**src/rtl/detonator_arm_sequencer.sv**
```systemverilog
// Code-protected arm/fire sequencer with a 9..0 countdown.
// Optional lockout after three consecutive wrong codes: define LOCKOUT_EN.
module detonator_arm_sequencer #(
  parameter int unsigned TICK_CYCLES = 4
) (
  input  logic       clk,
  input  logic       rst,
  input  logic [9:0] A,
  input  logic       setup,
  input  logic       ready,
  input  logic       sure,
  input  logic       fire,
  input  logic       wait_t,
  output logic [3:0] m_disp,
  output logic [2:0] digit_cnt,
  output logic       armed,
  output logic       fired,
  output logic       locked,
  output logic       err
);

  localparam int unsigned TW = (TICK_CYCLES > 1) ? $clog2(TICK_CYCLES) : 1;

  typedef enum logic [2:0] {IDLE, SETUP, ENTRY, ARMED, COUNT, FIRED, LOCK} state_t;

  state_t      state_q, state_d;
  logic [9:0]  a_q, a_prev_q;
  logic [15:0] buf_q, buf_d, code_q, code_d;
  logic [2:0]  cnt_q, cnt_d;
  logic        code_valid_q, code_valid_d;
  logic [1:0]  fail_q, fail_d;
  logic [3:0]  ctr_q, ctr_d;
  logic [TW-1:0] tick_q, tick_d;
  logic [3:0]  m_disp_q, m_disp_d;
  logic        err_q, err_d, armed_q, fired_q;
  logic        key_hit;
  logic [3:0]  key_digit;

  // A key is a zero-to-one-hot transition, seen one cycle late through a_q.
  assign key_hit = (a_prev_q == 10'd0) && $onehot(a_q) && !(setup || ready || fire);

  always_comb begin
    key_digit = 4'd0;
    for (int i = 0; i < 10; i++) begin
      if (a_q[i]) key_digit = 4'(i);
    end
  end

  always_comb begin
    state_d      = state_q;
    buf_d        = buf_q;
    cnt_d        = cnt_q;
    code_d       = code_q;
    code_valid_d = code_valid_q;
    fail_d       = fail_q;
    ctr_d        = ctr_q;
    tick_d       = tick_q;
    err_d        = 1'b0;
    case (state_q)
      IDLE: begin
        if (wait_t || sure) begin
        end else if (setup) begin
          state_d = SETUP;
          buf_d   = 16'd0;
          cnt_d   = 3'd0;
        end else if (ready) begin
          if (code_valid_q) begin
            state_d = ENTRY;
            buf_d   = 16'd0;
            cnt_d   = 3'd0;
          end else begin
            err_d = 1'b1;
          end
        end
      end
      SETUP, ENTRY: begin
        if (wait_t) begin
          state_d = IDLE;
          buf_d   = 16'd0;
          cnt_d   = 3'd0;
        end else if (sure) begin
          if (cnt_q != 3'd4) begin
            err_d = 1'b1;
          end else if (state_q == SETUP) begin
            code_d       = buf_q;
            code_valid_d = 1'b1;
            state_d      = IDLE;
            buf_d        = 16'd0;
            cnt_d        = 3'd0;
          end else if (buf_q == code_q) begin
            state_d = ARMED;
            fail_d  = 2'd0;
            buf_d   = 16'd0;
            cnt_d   = 3'd0;
          end else begin
            err_d = 1'b1;
            buf_d = 16'd0;
            cnt_d = 3'd0;
`ifdef LOCKOUT_EN
            if (fail_q == 2'd2) state_d = LOCK;
            fail_d = fail_q + 2'd1;
`else
            if (fail_q != 2'd3) fail_d = fail_q + 2'd1;
`endif
          end
        end else if (key_hit && cnt_q < 3'd4) begin
          buf_d = {buf_q[11:0], key_digit};
          cnt_d = cnt_q + 3'd1;
        end
      end
      ARMED: begin
        if (wait_t) begin
          state_d = IDLE;
        end else if (fire) begin
          state_d = COUNT;
          ctr_d   = 4'd9;
          tick_d  = '0;
        end
      end
      COUNT: begin
        if (wait_t) begin
          state_d = ARMED;
        end else if (tick_q == TW'(TICK_CYCLES - 1)) begin
          tick_d = '0;
          if (ctr_q == 4'd0) state_d = FIRED;
          else               ctr_d   = ctr_q - 4'd1;
        end else begin
          tick_d = tick_q + TW'(1);
        end
      end
      FIRED, LOCK: begin
      end
      default: state_d = IDLE;
    endcase

    // Display follows the next state so it lines up with the state flags.
    case (state_d)
      SETUP, ENTRY: m_disp_d = buf_d[3:0];
      COUNT:        m_disp_d = ctr_d;
      FIRED:        m_disp_d = 4'd9;
      default:      m_disp_d = 4'd0;
    endcase
  end

  always_ff @(posedge clk) begin
    if (rst) begin
      state_q      <= IDLE;
      a_q          <= 10'd0;
      a_prev_q     <= 10'd0;
      buf_q        <= 16'd0;
      cnt_q        <= 3'd0;
      code_q       <= 16'd0;
      code_valid_q <= 1'b0;
      fail_q       <= 2'd0;
      ctr_q        <= 4'd0;
      tick_q       <= '0;
      m_disp_q     <= 4'd0;
      err_q        <= 1'b0;
      armed_q      <= 1'b0;
      fired_q      <= 1'b0;
    end else begin
      state_q      <= state_d;
      a_q          <= A;
      a_prev_q     <= a_q;
      buf_q        <= buf_d;
      cnt_q        <= cnt_d;
      code_q       <= code_d;
      code_valid_q <= code_valid_d;
      fail_q       <= fail_d;
      ctr_q        <= ctr_d;
      tick_q       <= tick_d;
      m_disp_q     <= m_disp_d;
      err_q        <= err_d;
      armed_q      <= (state_d == ARMED);
      fired_q      <= (state_d == FIRED);
    end
  end

`ifdef LOCKOUT_EN
  logic locked_q;
  always_ff @(posedge clk) begin
    if (rst) locked_q <= 1'b0;
    else     locked_q <= (state_d == LOCK);
  end
  assign locked = locked_q;
`else
  assign locked = 1'b0;
`endif

  assign m_disp    = m_disp_q;
  assign digit_cnt = cnt_q;
  assign armed     = armed_q;
  assign fired     = fired_q;
  assign err       = err_q;

endmodule

```
**config.mk**
```make
export PLATFORM = sky130hd
export DESIGN_NAME = detonator_arm_sequencer
export DESIGN_NICKNAME = d
export VERILOG_FILES = /design/src/rtl/detonator_arm_sequencer.sv
export SDC_FILE = /design/constraint.sdc
export NUM_CORES = 1
export LEC_CHECK = 0
export CAP_MARGIN = 25
export CORE_MARGIN = 2
export CORE_UTILIZATION = 44
export DETAILED_ROUTE_END_ITERATION = 7
export PLACE_DENSITY = 0.74
export SETUP_SLACK_MARGIN = 0.05
export SLEW_MARGIN = 20
export SYNTH_ARGS = -nofsm -noshare
export SYNTH_HDL_FRONTEND = slang
export SYNTH_SLANG_ARGS = --single-unit
```
**constraint.sdc**
```tcl
create_clock -name clk -period 7.8 [get_ports clk]
set_input_delay 2.34 -clock clk [delete_from_list [all_inputs] [get_ports clk]]
set_output_delay 2.34 -clock clk [all_outputs]
set_load 0.02 [all_outputs]
```
======== Word level (Yosys, flattened, before mapping) ========
Index checks and enable logic that the tools add are counted.
Widths: inputs -> output; s select.
cells by class
  divide/modulo/power cells ............... 0
  equality and inequality tests ........... 23
  muxes and demuxes ....................... 64
  bitwise operators ....................... 2
  reduce and logical (&&, ||, !) cells .... 18
  magnitude comparators ................... 1
  add/subtract/negate cells ............... 12
  shifts and indexed selects .............. 0
  multipliers ............................. 0
operator list
  kind                number
  $mux 16             8
  $mux 3              22
  $mux 4              13
  $pmux 16 s2         1
  $eq 16x16->1        1
  $eq 3x3->1 const B  5
  $pmux 3 s5          1
  $eq 3x2->1 const B  4
  $pmux 4 s3          1
  $add 1x1->2         5
  $logic_not 10->1    1
  $mux 1              10
  $ne 3x3->1 const B  3
  $mux 2              4
  $ne 2x2->1 const B  4
  $ne 4x4->1 const B  2
  $pmux 4 s2          1
  $add 2x2->3         2
  $eq 3x1->1 const B  2
  $pmux 3 s2          1
  $reduce_and 6->1    1
  $reduce_or 2->1     3
  $reduce_and 5->1    1
  $add 3x3->4         1
  17 further kinds    23
word-level totals
  output and inout bits ................... 11
  latch bits .............................. 0
  bits in read-only memories .............. 0
  RAM bits ................................ 0
  input bits .............................. 17
  bits in registers ....................... 72
  memories ................................ 0

======== Depth between registers and ports, before layout ========
Gate-level depths: netlist (run 1).
  depth in word-level cells ............... 14
  mapped depth ............................ 15

======== Worst setup path after synthesis (run 1) ========
Ideal clock, no wire load.
  kind .................................... input to register
  start point ............................. input port sure
  end point ............................... register m_disp_q[3] (netlist: m_disp[3])
  required time ........................... 7.714 ns
  data arrival time ....................... 3.690 ns
  setup slack ............................. 4.024 ns
  buffers on the path ..................... 1
  cell stages on the path ................. 7
  path through ............................ buf_2 > nor2_1 > a21oi_1 > o41a_1 > o31a_4 > a21o_1 > a221oi_2
on the way
  word-level cells in the longest chain between the ends .. 6
  elaborated cells between the ends (all ways) .. 15
  those cells by class .................... eq/ne (4); mux (9); reduce/logical (2)
ends and longest elaborated chain
  what                                               line    text
  start, declared                                    11      input logic sure,
  $mux 3 / $logic_or 1x1->1 (equally long branches)  81, 61
  $mux 3, on equally long branches                   77, 61
  $pmux 3 s5                                         59      case (state_q)
  $eq 3x1->1 / $eq 3x2->1 (equally long branches)    137     case (state_d)
  $reduce_or 2->1                                    137
  $pmux 4 s3 *                                       137
  end signal, assigned                               172     m_disp_q <= m_disp_d;
  end, declared                                      34      logic [3:0] m_disp_q, m_disp_d;
Every way passes the cells marked *; elsewhere a longest branch is shown, timed or not. The select of a mux whose other input is x is not followed.
A chain may end at the register's enable or synchronous reset.

======== Worst setup path in the final report (run 1) ========
  start point ............................. input port fire
  end point ............................... register buf_q[2]
on the way
  word-level cells in the longest chain between the ends .. 8
ends and longest elaborated chain
  what                  line  text
  start, declared       12    input logic fire,
  $logic_or 1x1->1      40    assign key_hit = (a_prev_q == 10'd0) && $onehot(a_q) && !(setup || ready || fire);
  $logic_not 1->1       40
  $logic_and 1x1->1     40
  $logic_and 1x1->1     106   end else if (key_hit && cnt_q < 3'd4) begin
  $mux 16               106
  $mux 16               81    end else if (sure) begin
  $mux 16               77    if (wait_t) begin
  $pmux 16 s2           59
  end signal, assigned  165   buf_q <= buf_d;
  end, declared         28    logic [15:0] buf_q, buf_d, code_q, code_d;
No other way between the ends. The select of a mux whose other input is x is not followed.

==> results.py, run 1 <==
metrics = {
    "run_status": {
        "status": "completed",
    },
    "layout": {
        "area_growth_pct": 14.6,
        "drive_gt1_share_pct": 9.38,
        "finalNetCount": 408,
        "layout_common_cells": "dfxtp_1 (72), nor2_1 (53), clkdlybuf4s50_1 (25)",
        "n_antenna_cell": 0,
        "final_common_cell": "dfxtp_1",
        "nFillCells": 661,
        "regArea_um2": 1440,
        "multi_input_area_um2": 1760,
    },
    "worst_setup_path": {
        "crit_required_ns": 8.07,
        "path_max_fanout": 16,
        "cp.arrival_ns": 4.54,
        "critPathKind": "primary input to flip-flop",
        "start_kind": "primary input",
        "critPathCaptureType": "flip-flop",
    },
    "yosys": {
        "synth_top_family_by_area": "simple AND/OR/NAND/NOR gates",
        "synth_compound_area_share_pct": 15.2,
        "synthFlopType": "dfxtp_1",
        "synth_xor_area_share_pct": 5.21,
        "netlist_area_um2": 3360,
        "yosys_warnings": 0,
        "synthArstFlopShare_pct": 0,
        "synthCells": 357,
        "avgSynthCellArea_um2": 9.41,
        "ys_types": 60,
        "yosys.area_share.simple_pct": 19.5,
        "synth_edf_count": 0,
        "synth.mux.area_fraction_pct": 6.33,
        "yosysSeqAreaShare_pct": 42.9,
        "syn-num-nets": 386,
        "yosys.area_share.adder_pct": 5.81,
        "synth-seq-cells": 72,
    },
    "pwr": {
        "p_total_mw": 0.712,
        "power_leakage_nw": 1.51,
        "irDropWorstVdd_mv": 0.0918,
        "power_density_nw_per_um2": 185,
    },
    "cts": {
        "root_buffer": "clkbuf_8",
        "htree_levels": 3,
        "cts.path.max_buffers": 2,
        "post_cts_resized": 0,
        "ctsHoldBuffers": 0,
        "cts.sinks": 72,
        "post_cts_buffers": 0,
        "cts.clk_slew.worst_paths_ns": 0.07,
        "cts_buffers": 9,
        "cts_tree": "built",
        "clock_latency_ns": 0.34,
    },
    "floorplan": {
        "core_um2": 7330,
        "ios": 28,
        "std_cell_rows": 31,
        "dieArea_um2": 8350,
        "die_y_um": 91.4,
        "die_x_um": 91.4,
        "start_util_pct": 45.8,
    },
    "drt": {
        "routed_wl_mm": 6.64,
        "vias_per_cell": 5.28,
        "antenna_left": 0,
        "drtIter0Drc": 111,
        "post_drt_wl_per_cell_um": 13.7,
        "dr.pass1.iters": 4,
        "dr_total_vias": 2550,
        "drc": 0,
    },
    "placement": {
        "io_buffers": 26,
        "gp_congestion": 0.887,
        "hpwlAfterDp_mm": 4.62,
    },
    "timing": {
        "worst_clock_skew_ns": 0.00558,
        "tightest_slew_ns": 0.708,
        "max_slew_margin_pct": 52.8,
        "max_freq_mhz": 234,
        "setup-tns-final_ns": 0,
        "rsz0062_at_grt": "no",
        "fin_crit_ns": 4.27,
        "finalCritPeriodShare_pct": 54.8,
        "final_hold_viol_count": 0,
        "finalMaxSlewViolations": 0,
        "finalSetupViolCount": 0,
    },
    "worst_hold_path": {
        "hold_path_class": "flip-flop to flip-flop",
    },
    "grt": {
        "gr-usage-all-layers_pct": 16.9,
        "gr-total-overflow": 0,
        "grt_pass1_wl_mm": 11.3,
        "grt_max_degree": 70,
        "antenna_found_initial": 0,
        "grt_pass1_vias": 2432,
    },
    "flow_run": {
        "drv_cap": 0,
    },
}
[flip-flops by register name (all words and copies together), names as in the netlist]
name          flops
state_q           3
code_q           16
ctr_q             4
m_disp            4
code_valid_q      1
digit_cnt         3
fired             1
armed             1
err               1
a_q              10
buf_q            16
a_prev_q         10
tick_q            2
[synth_stat cells, drive strengths merged, types with 2 or more instances]
library cell,instances,share of area [%]
dfxtp,72,43
nor2,57,6.7
nor2b,22,4.1
inv,20,2.2
mux2i,19,5.7
a22oi,16,3.6
a21oi,15,2.2
xor2,13,3.4
buf,10,1.9
o21ai,10,1.8
nand2,9,1.0
clkbuf,7,0.78
nor4,7,1.3
xnor2,7,1.8
fa,6,3.6
ha,6,2.2
nor3,5,0.89
and3,4,0.74
nand4,4,0.74
and2,3,0.56
nand2b,3,0.56
nand3,3,0.45
o31a,3,1.0
o31ai,3,0.67
or2,3,0.56
mux2,2,0.67
o211ai,2,0.45
o21a,2,0.45
o311ai,2,0.75
or3,2,0.52
[through the flow]
stage,hold slack [ns],util [%],std cells,worst slack [ns],area (um^2)
after CTS,0.495,52.5,483,3.55,3850
after global routing,0.525,52.5,483,3.24,3850
after floorplan,0.451,-,357,4.02,3360
after global placement,0.479,50.0,467,3.33,3670
final,0.491,52.5,483,3.53,3850
after detailed placement,0.485,50.0,467,3.19,3670
[critical path, stage by stage]
cell and delay, ns:
clkdlybuf4s50_1 0.49, nor4_1 0.40, nand4_1 0.18, or2_1 0.30
nor2_2 0.50, a2bb2oi_1 0.18, a21oi_1 0.16
[report_power, final]
group          switching [mW]  internal, mW
logic                  0.0364        0.0304
clock network           0.136         0.132
registers             0.00470         0.373
total                   0.177         0.535
[path summary, 6_finish.rpt]
path	from	end	slack, ns	cells after the start
min reg2reg	a_q[0]$_SDFF_PP0_	a_prev_q[0]$_SDFF_PP0_	0.49	1
max	fire	buf_q[2]$_SDFF_PP0_	3.53	7
max reg2reg	a_q[3]$_SDFF_PP0_	buf_q[2]$_SDFF_PP0_	3.55	14
min	a_q[0]$_SDFF_PP0_	a_prev_q[0]$_SDFF_PP0_	0.49	1
[kinds of logic after synthesis]
logic type	count (synthesis)
multiplexers	21
AO/OA/AOI/OAI	67
flip-flops	72
other	1
buffers and inverters	37
adder cells (fa/ha/maj)	12
XOR/XNOR	20
AND/OR/NAND/NOR	127
[per-layer routing]
metal	GRT usage, %	routed length [um]	vias up
met5	0	0	-
met4	6.57	75	0
met1	21.4	3050	1202
li1	-	-	1273
met2	26.9	3200	66
met3	5.39	312	9
[final cells by class]
type                    count  area share, %
multi-input cells         248           45.6
inverters                  20           1.95
well taps                  99           3.22
flip-flops and latches     72           37.4
clock buffers              11           3.93
clock inverters             5          0.812
repair buffers             28           7.02
Power figures use the tool's default switching activity.
==> inputs of run 2 (changes only) <==
Settings changed: PLACE_DENSITY 0.74 to 0.77.
Clock period 7.8 ns to 3.6 ns, I/O delays scaled along.
==> run 2 against run 1 <==
The run now ends with negative setup slack left. Highest routed layer unchanged. Largest power group is now the clock network. Routed wire length grew 7.4%. Sequential share of layout area shrank 3.1 points. Critical path type is now flip-flop to flip-flop. Core utilization grew 4.8 points. Power grew to 2.6 times the previous value.
==> results.py, run 2 (synthesis results as in run 1) <==
metrics = {
    "placement": {
        "hpwlAfterDp_mm": 4.76,
        "place_area_um2": 3780,
        "io_buffers": 26,
        "dp_slack_ns": -0.275,
        "gp_congestion": 0.883,
    },
    "worst_setup_path": {
        "critPathKind": "flip-flop to flip-flop",
        "start_kind": "flip-flop",
        "path_max_fanout": 5,
        "r2r_end": "m_disp[0]$_SDFF_PP0_",
        "crit_required_ns": 3.81,
        "rr_worst_depth": 14,
        "r2r_start": "a_q[9]$_SDFF_PP0_",
        "cp.arrival_ns": 4.07,
        "critPathCaptureType": "flip-flop",
        "r2r_setup_slack_ns": -0.26,
    },
    "pwr": {
        "p_int_mw": 1.44,
        "swShare_pct": 22.7,
        "power_frac_comb_pct": 10.5,
        "pwr-share-seq_pct": 44.0,
        "irDropWorstVdd_mv": 0.201,
        "power_density_nw_per_um2": 442,
        "clockPowerShare_pct": 45.5,
        "power_leakage_nw": 1.62,
        "net-switching-power_mw": 0.422,
    },
    "grt": {
        "grt_pass1_wl_mm": 12.0,
        "grt_max_degree": 36,
        "antenna_found_initial": 0,
        "grt_pass1_vias": 2607,
        "gr-total-overflow": 0,
        "gr-usage-all-layers_pct": 18.0,
    },
    "drt": {
        "post_drt_wl_per_cell_um": 14.4,
        "vias_per_cell": 5.36,
        "dr.pass1.iters": 4,
        "routed_wl_mm": 7.13,
        "drtIter0Drc": 137,
        "antenna_left": 0,
        "drc": 0,
        "dr_total_vias": 2661,
    },
    "run_status": {
        "status": "finished, violations left",
        "violations": "negative setup slack",
    },
    "timing": {
        "max_slew_margin_pct": 46.6,
        "whs_ns": 0.489,
        "finalSetupViolCount": 23,
        "layout_setup_ws_ns": -0.256,
        "finalMaxSlewViolations": 0,
        "final_hold_viol_count": 0,
        "fin_crit_ns": 3.86,
        "tightest_slew_ns": 0.796,
        "rsz0062_at_grt": "yes",
        "worst_clock_skew_ns": 0.0126,
        "max_freq_mhz": 259,
        "finalCritPeriodShare_pct": 107,
    },
    "cts": {
        "cts_buffers": 9,
        "cts_tree": "built",
        "htree_levels": 3,
        "root_buffer": "clkbuf_8",
        "cts.path.max_buffers": 2,
        "cts.sinks": 72,
        "ctsHoldBuffers": 0,
        "cts.clk_slew.worst_paths_ns": 0.08,
        "clock_latency_ns": 0.35,
    },
    "layout": {
        "n_antenna_cell": 0,
        "finalNetCount": 421,
        "final_common_cell": "dfxtp_1",
        "finalInstanceArea_um2": 4210,
        "layout_common_cells": "dfxtp_1 (70), nor2_1 (52), clkdlybuf4s50_1 (25)",
        "reg_top3": "buf_q (16), code_q (16)",
        "area_growth_pct": 25.2,
        "drive_gt1_share_pct": 18.4,
        "nFillCells": 625,
    },
    "floorplan": {
        "die_x_um": 91.4,
        "std_cell_rows": 31,
        "start_util_pct": 45.8,
        "ios": 28,
        "dieArea_um2": 8350,
        "core_um2": 7330,
        "die_y_um": 91.4,
    },
    "worst_hold_path": {
        "min_to": "a_prev_q[0]$_SDFF_PP0_",
        "hold_depth": 1,
        "hold_path_class": "flip-flop to flip-flop",
        "hp-start": "a_q[0]$_SDFF_PP0_",
    },
    "flow_run": {
        "drv_cap": 0,
    },
}
## run 2: cell types whose count changed in the layout (fill, tap and decap cells not counted), moves of 3 or more
cell       delta
a22oi_1      -11
a22oi_2      +11
buf_4         +7
bufinv_16     +4
buf_6         +3
o21ai_4       +3
## run 2: layout make-up
class	count	area (um^2)	share of cell area (%)
Timing Repair Buffer	38	357	8.48
Multi-Input combinational cell	251	1940	46.1
Clock inverter	7	143	3.39
Tap cell	99	124	2.94
Inverter	20	75.1	1.78
Clock buffer	9	124	2.94
Sequential cell	72	1440	34.3
## run 2: what timing repair did
| item | CTS | global route |
|---|---|---|
| gates cloned | 2 | 1 |
| buffers inserted | 1 | 0 |
| pin swaps | 15 | 6 |
| endpoints found under the setup margin | 23 | 23 |
| gates resized for setup | 8 | 17 |
## run 2: worst max-delay path by stage
| stage | startpoint | end | slack [ns] | cells after the start |
|---|---|---|---|---|
| 6_report | a_q[9]$_SDFF_PP0_ | m_disp[0]$_SDFF_PP0_ | -0.26 | 14 |
| 2_1_floorplan | a_q[9]$_SDFF_PP0_ | m_disp[0]$_SDFF_PP0_ | -0.09 | 14 |
| 4_1_cts | a_q[9]$_SDFF_PP0_ | m_disp[0]$_SDFF_PP0_ | -0.27 | 14 |
| 5_1_grt | a_q[9]$_SDFF_PP0_ | buf_q[7]$_SDFFE_PP0P_ | -0.48 | 15 |
| 3_3_place_gp | a_q[9]$_SDFF_PP0_ | m_disp[0]$_SDFF_PP0_ | -0.17 | 14 |
| 3_5_place_dp | a_q[9]$_SDFF_PP0_ | m_disp[0]$_SDFF_PP0_ | -0.28 | 14 |
## run 2: worst max-delay path: stages (launching register included)
cell and delay (ns):
dfxtp_2 0.33, fa_1 0.51, fa_1 0.53, inv_1 0.05, fa_1 0.42, inv_1 0.07
ha_2 0.18, inv_2 0.04, fa_1 0.42, a2111oi_4 0.35, a21oi_2 0.07, or2_4 0.30
and3_4 0.20, o31ai_4 0.17, a211oi_2 0.09
## run 2: routing by layer
layer / vias to the layer above / wire, um / global-route usage, %
li1: 1302 / - / -
met1: 1276 / 3160 / 22.9
met2: 73 / 3530 / 29.1
met3: 10 / 315 / 3.49
met4: 0 / 126 / 8.71
met5: - / 0 / 0
## run 2: metrics by stage
stage | setup TNS (ns) | total power, mW | util, % | instances
6_report | -4.61 | 1.86 | 57.4 | 496
5_1_grt | -10.04 | 1.93 | 57.4 | 496
3_5_place_dp | -4.85 | 0.997 | 51.5 | 476
2_1_floorplan | -0.825 | 0.944 | - | 357
4_1_cts | -4.66 | 1.84 | 55.9 | 495
3_3_place_gp | -2.19 | 0.989 | 51.5 | 476
## run 2: power groups by stage
stage | registers [mW] | clock network [mW] | logic [mW]
2_1_floorplan | 0.835 | 0 | 0.109
3_3_place_gp | 0.836 | 0 | 0.153
3_5_place_dp | 0.836 | 0 | 0.161
4_1_cts | 0.817 | 0.856 | 0.167
5_1_grt | 0.820 | 0.892 | 0.218
6_report | 0.818 | 0.845 | 0.195
==> variant 1: new RTL, settings of run 2 <==
`TICK_CYCLES`: 4 -> 2.
--- a/src/rtl/detonator_arm_sequencer.sv
+++ b/src/rtl/detonator_arm_sequencer.sv
@@ -1,7 +1,7 @@
 // Code-protected arm/fire sequencer with a 9..0 countdown.
 // Optional lockout after three consecutive wrong codes: define LOCKOUT_EN.
 module detonator_arm_sequencer #(
-  parameter int unsigned TICK_CYCLES = 4
+  parameter int unsigned TICK_CYCLES = 2
 ) (
   input  logic       clk,
   input  logic       rst,
Check against the original RTL: no difference found for any inputs over 10 cycles, from zero or initial values and one cycle with rst high; that may be too few to reach the edited logic, so the function may still have changed.
==> variant 1 against run 2 <==
  * The run still ends with setup timing left
  * Cell area shrank 1.0%
  * Wire length grew 1.2%
  * Sequential cell count down 1
  * Non-clock buffer count rose by 9
  * Worst hold slack gained 0.010 ns
  * Synthesized area down 0.82%
  * Worst setup slack got worse by 0.14 ns
  * Critical path depth increased by 2
  * Cell count is 0.40% higher
  * Power decreased by 10%
  * Largest power group is now registers
==> variant 1: results (changes against run 2) <==
[detailed_routing]
met3_length_um = 238  ; -24%
wl_met1_um = 3280  ; +3.9%
wire_per_inst_um = 14.5  ; +0.83%
drt_iter0_markers = 149  ; +8.8%
wl_met2_um = 3580  ; +1.4%
vias_per_cell = 5.27  ; -1.7%

[layout]
nets = 422  ; +0.24%
layout-drive-gt1-share = 0.188  ; +0.00409
fin_cells = 498  ; +0.40%

[setup_path]
worstReg2RegStart = a_q[9]
cp_max_fo = 15  ; +10

[clock_network]
insertion_delay_ns = 0.34

[worst_hold_path]
hold_class = flip-flop to flip-flop

[sta]
setup_slack_ns = -0.399  ; -0.143 ns
final.setup.tns_ns = -7.90  ; -3.29 ns
setup_violations = 23  ; unchanged
finClkSkew_ns = 0.00614  ; -0.00645 ns
relSlewSlack = 0.613  ; +0.147

[synth]
ys_top_cells_by_count = 71 x dfxtp_1, 47 x nor2_1, 23 x inv_1, 18 x mux2i_1, 18 x nor2b_1
synth_area_leaders = dfxtp_1 43%, mux2i_1 5.4%, nor2_1 5.3%
syn-instance-count = 353  ; -1.1%
synthAdderAreaFrac = 0.0548  ; -0.00328
synth_mux_area_frac = 0.0541  ; -0.00924
yosysUniqueCellTypes = 61  ; +1.7%
synth-compound-area-share = 0.140  ; -0.0126
synthesis.nets = 381  ; -1.3%
synthXorXnorAreaFrac = 0.0522  ; +0.0000552
seq_area_frac_synth = 0.427  ; -0.00246

[global_routing]
grtUsageMet2 = 0.283  ; -0.00772
grt_max_degree = 42  ; +17%
global_route.usage.met3 = 0.0299  ; -0.00498
grt_first_pass_wirelength_um = 11800  ; -2.1%
grt_pass1_vias = 2522  ; -3.3%
grt_use_total = 0.176  ; -0.00387
met1_usage = 0.226  ; -0.00297

[placed_design]
dpl_worst_slack_ns = -0.439  ; -0.163 ns
placedCellCount = 480  ; +0.84%
post_dp_cell_area_um2 = 3780  ; +0.23%
place_congestion = 0.864  ; -2.1%

[power_and_ir_drop]
p_leak_uw = 0.00156  ; -3.4%
irDropWorstVdd_v = 0.000179  ; -11%

[run_status]
status = finished, violations left
failed_checks = setup timing

==> variant 1: layout make-up <==
class | instances | area (um^2)
flip-flops and latches | 71 | 1420
clock inverters | 2 | 37.5
clock buffers | 14 | 173
multi-input cells | 241 | 1880
repair buffers | 47 | 437
well taps | 99 | 124
fillers | 618 | 3130
inverters | 24 | 90.1
==> variant 1: final timing paths <==
path,endpoint,slack [ns]
min reg2reg,a_prev_q[0],0.50
max reg2reg,buf_q[9],-0.40
max,buf_q[9],-0.40
min,a_prev_q[0],0.50
==> variant 1: where the power goes <==
group / leakage (uW) / switching (uW) / total (uW) / internal [uW]
registers: 0.000577 / 9.83 / 806 / 796
clock network: 0.000103 / 289 / 667 / 378
logic: 0.000882 / 102 / 198 / 96.1
==> variant 1: timing repair <==
| action | CTS | global route |
|---|---|---|
| resized for setup | 15 | 17 |
| pin swaps | 5 | 7 |
| setup buffers | 1 | 1 |
| endpoints found under the setup margin | 23 | 23 |
==> variant 2: new RTL, settings of run 2 <==
Made on the original files. Take the reset off `a_q` and `buf_q` and load them in a clocked block of their own.
--- a/src/rtl/detonator_arm_sequencer.sv
+++ b/src/rtl/detonator_arm_sequencer.sv
@@ -145,9 +145,7 @@
   always_ff @(posedge clk) begin
     if (rst) begin
       state_q      <= IDLE;
-      a_q          <= 10'd0;
       a_prev_q     <= 10'd0;
-      buf_q        <= 16'd0;
       cnt_q        <= 3'd0;
       code_q       <= 16'd0;
       code_valid_q <= 1'b0;
@@ -160,9 +158,7 @@
       fired_q      <= 1'b0;
     end else begin
       state_q      <= state_d;
-      a_q          <= A;
       a_prev_q     <= a_q;
-      buf_q        <= buf_d;
       cnt_q        <= cnt_d;
       code_q       <= code_d;
       code_valid_q <= code_valid_d;
@@ -174,6 +170,11 @@
       armed_q      <= (state_d == ARMED);
       fired_q      <= (state_d == FIRED);
     end
+  end
+
+  always_ff @(posedge clk) begin
+    a_q   <= A;
+    buf_q <= buf_d;
   end
 
 `ifdef LOCKOUT_EN
Formal check against the unedited RTL: not equivalent (Yosys sat finds a counterexample within 4 cycles, from zero or initial values and one cycle with rst high).
==> variant 2 against run 2 <==
  * The run still ends with setup timing left
  * Global-route usage up 0.60 points
  * Critical path depth unchanged
  * Cell area up 0.30%
  * Power down 6.4%
  * Sequential cell count unchanged
  * Synthesized area up 2.9%
  * Worst setup slack worse by 0.17 ns
  * Clock skew down 0.0013 ns
  * Wire length up 5.6%
  * Sequential power up 4.2%
  * Critical endpoint unchanged
==> variant 2: results (changes against run 2) <==
[run_status]
status = finished, violations left
failed_checks = setup timing

[placed_design]
place_hpwl_um = 5320  ; +12%
post_dp_cell_area_um2 = 3890  ; +2.9%

[global_routing]
grtUsageMet2 = 0.306  ; +0.0149
grt_max_degree = 27  ; -25%
grt_first_pass_wirelength_um = 12200  ; +1.0%
global_route.usage.met3 = 0.0635  ; +0.0286
grt_pass1_vias = 2616  ; +0.35%
grt_use_total = 0.186  ; +0.00596

[sta]
setup_violations = 35  ; +52%
setup_slack_ns = -0.424  ; -0.168 ns
final.setup.tns_ns = -13.18  ; -8.56 ns
finClkSkew_ns = 0.0112  ; -0.00134 ns

[setup_path]
crit_start = a_q[0]
worstPathArrival_ns = 4.27  ; +0.20 ns
cp_slowest_stage_delay_ns = 0.51  ; -0.02 ns
cp_max_fo = 3  ; -2

[power_and_ir_drop]
p_int_uw = 1320  ; -8.2%
clkPwrFrac = 0.395  ; -0.060
pwr_density_cell_nw_per_um2 = 412  ; -6.7%
irDropWorstVdd_v = 0.000301  ; +50%
pg_comb_uw = 200  ; +3%

[layout]
fill_cells = 675  ; +8.0%
postLayoutCellArea_um2 = 4220  ; +0.30%
nets = 435  ; +3.3%

[synth]
ys_top_cells_by_count = 60 x dfxtp_1, 54 x nand2_1, 31 x a21oi_1, 22 x inv_1, 20 x nor2_1
synthesis.nets = 395  ; +2.3%
seq_area_frac_synth = 0.452  ; +0.0226
synth_edf_count = 12  ; +12
yosysUniqueCellTypes = 67  ; +12%
avgSynthCellArea_um2 = 9.45  ; +0.37%

[detailed_routing]
vias = 2687  ; +0.98%
first_pass_iters = 5  ; +1
vias_per_cell = 5.24  ; -2.4%
wl_met1_um = 3220  ; +1.8%
met3_length_um = 377  ; +20%
drt_wl_total_um = 7530  ; +5.6%
drt_iter0_markers = 163  ; +19%

[worst_hold_path]
hp-start = code_q[5]
hold_depth = 2  ; +1
hold_end = code_q[5]

[clock_network]
ctsResizeCount = 12  ; +4

-- variant 2: changes by cell type after synthesis, sizes merged, moves of 5 or more --
cell,run 2,this run
a22oi,16,0
nand2,9,54
edfxtp,0,12
a21oi,15,32
nor2b,22,14
nor2,57,21
dfxtp,72,60
mux2i,19,4
xnor2,7,2
and2,3,18
nand3,3,8
-- variant 2: layout make-up --
cell class / instances / share of cell area
Clock buffer: 9 / 0.0294
Clock inverter: 7 / 0.0205
Inverter: 23 / 0.0216
Multi-Input combinational cell: 255 / 0.426
Sequential cell: 72 / 0.371
Tap cell: 102 / 0.0302
Timing Repair Buffer: 44 / 0.0993
Timing Repair inverter: 1 / 0.00208
-- variant 2: kinds of logic after synthesis --
kind of cell             share of synthesized area
AND/OR/NAND/NOR                              0.239
AO/OA/AOI/OAI                                0.134
multiplexers                                0.0192
XOR/XNOR                                    0.0456
flip-flops                                   0.452
adder cells (fa/ha/maj)                     0.0565
other                                      0.00108
buffers and inverters                       0.0528
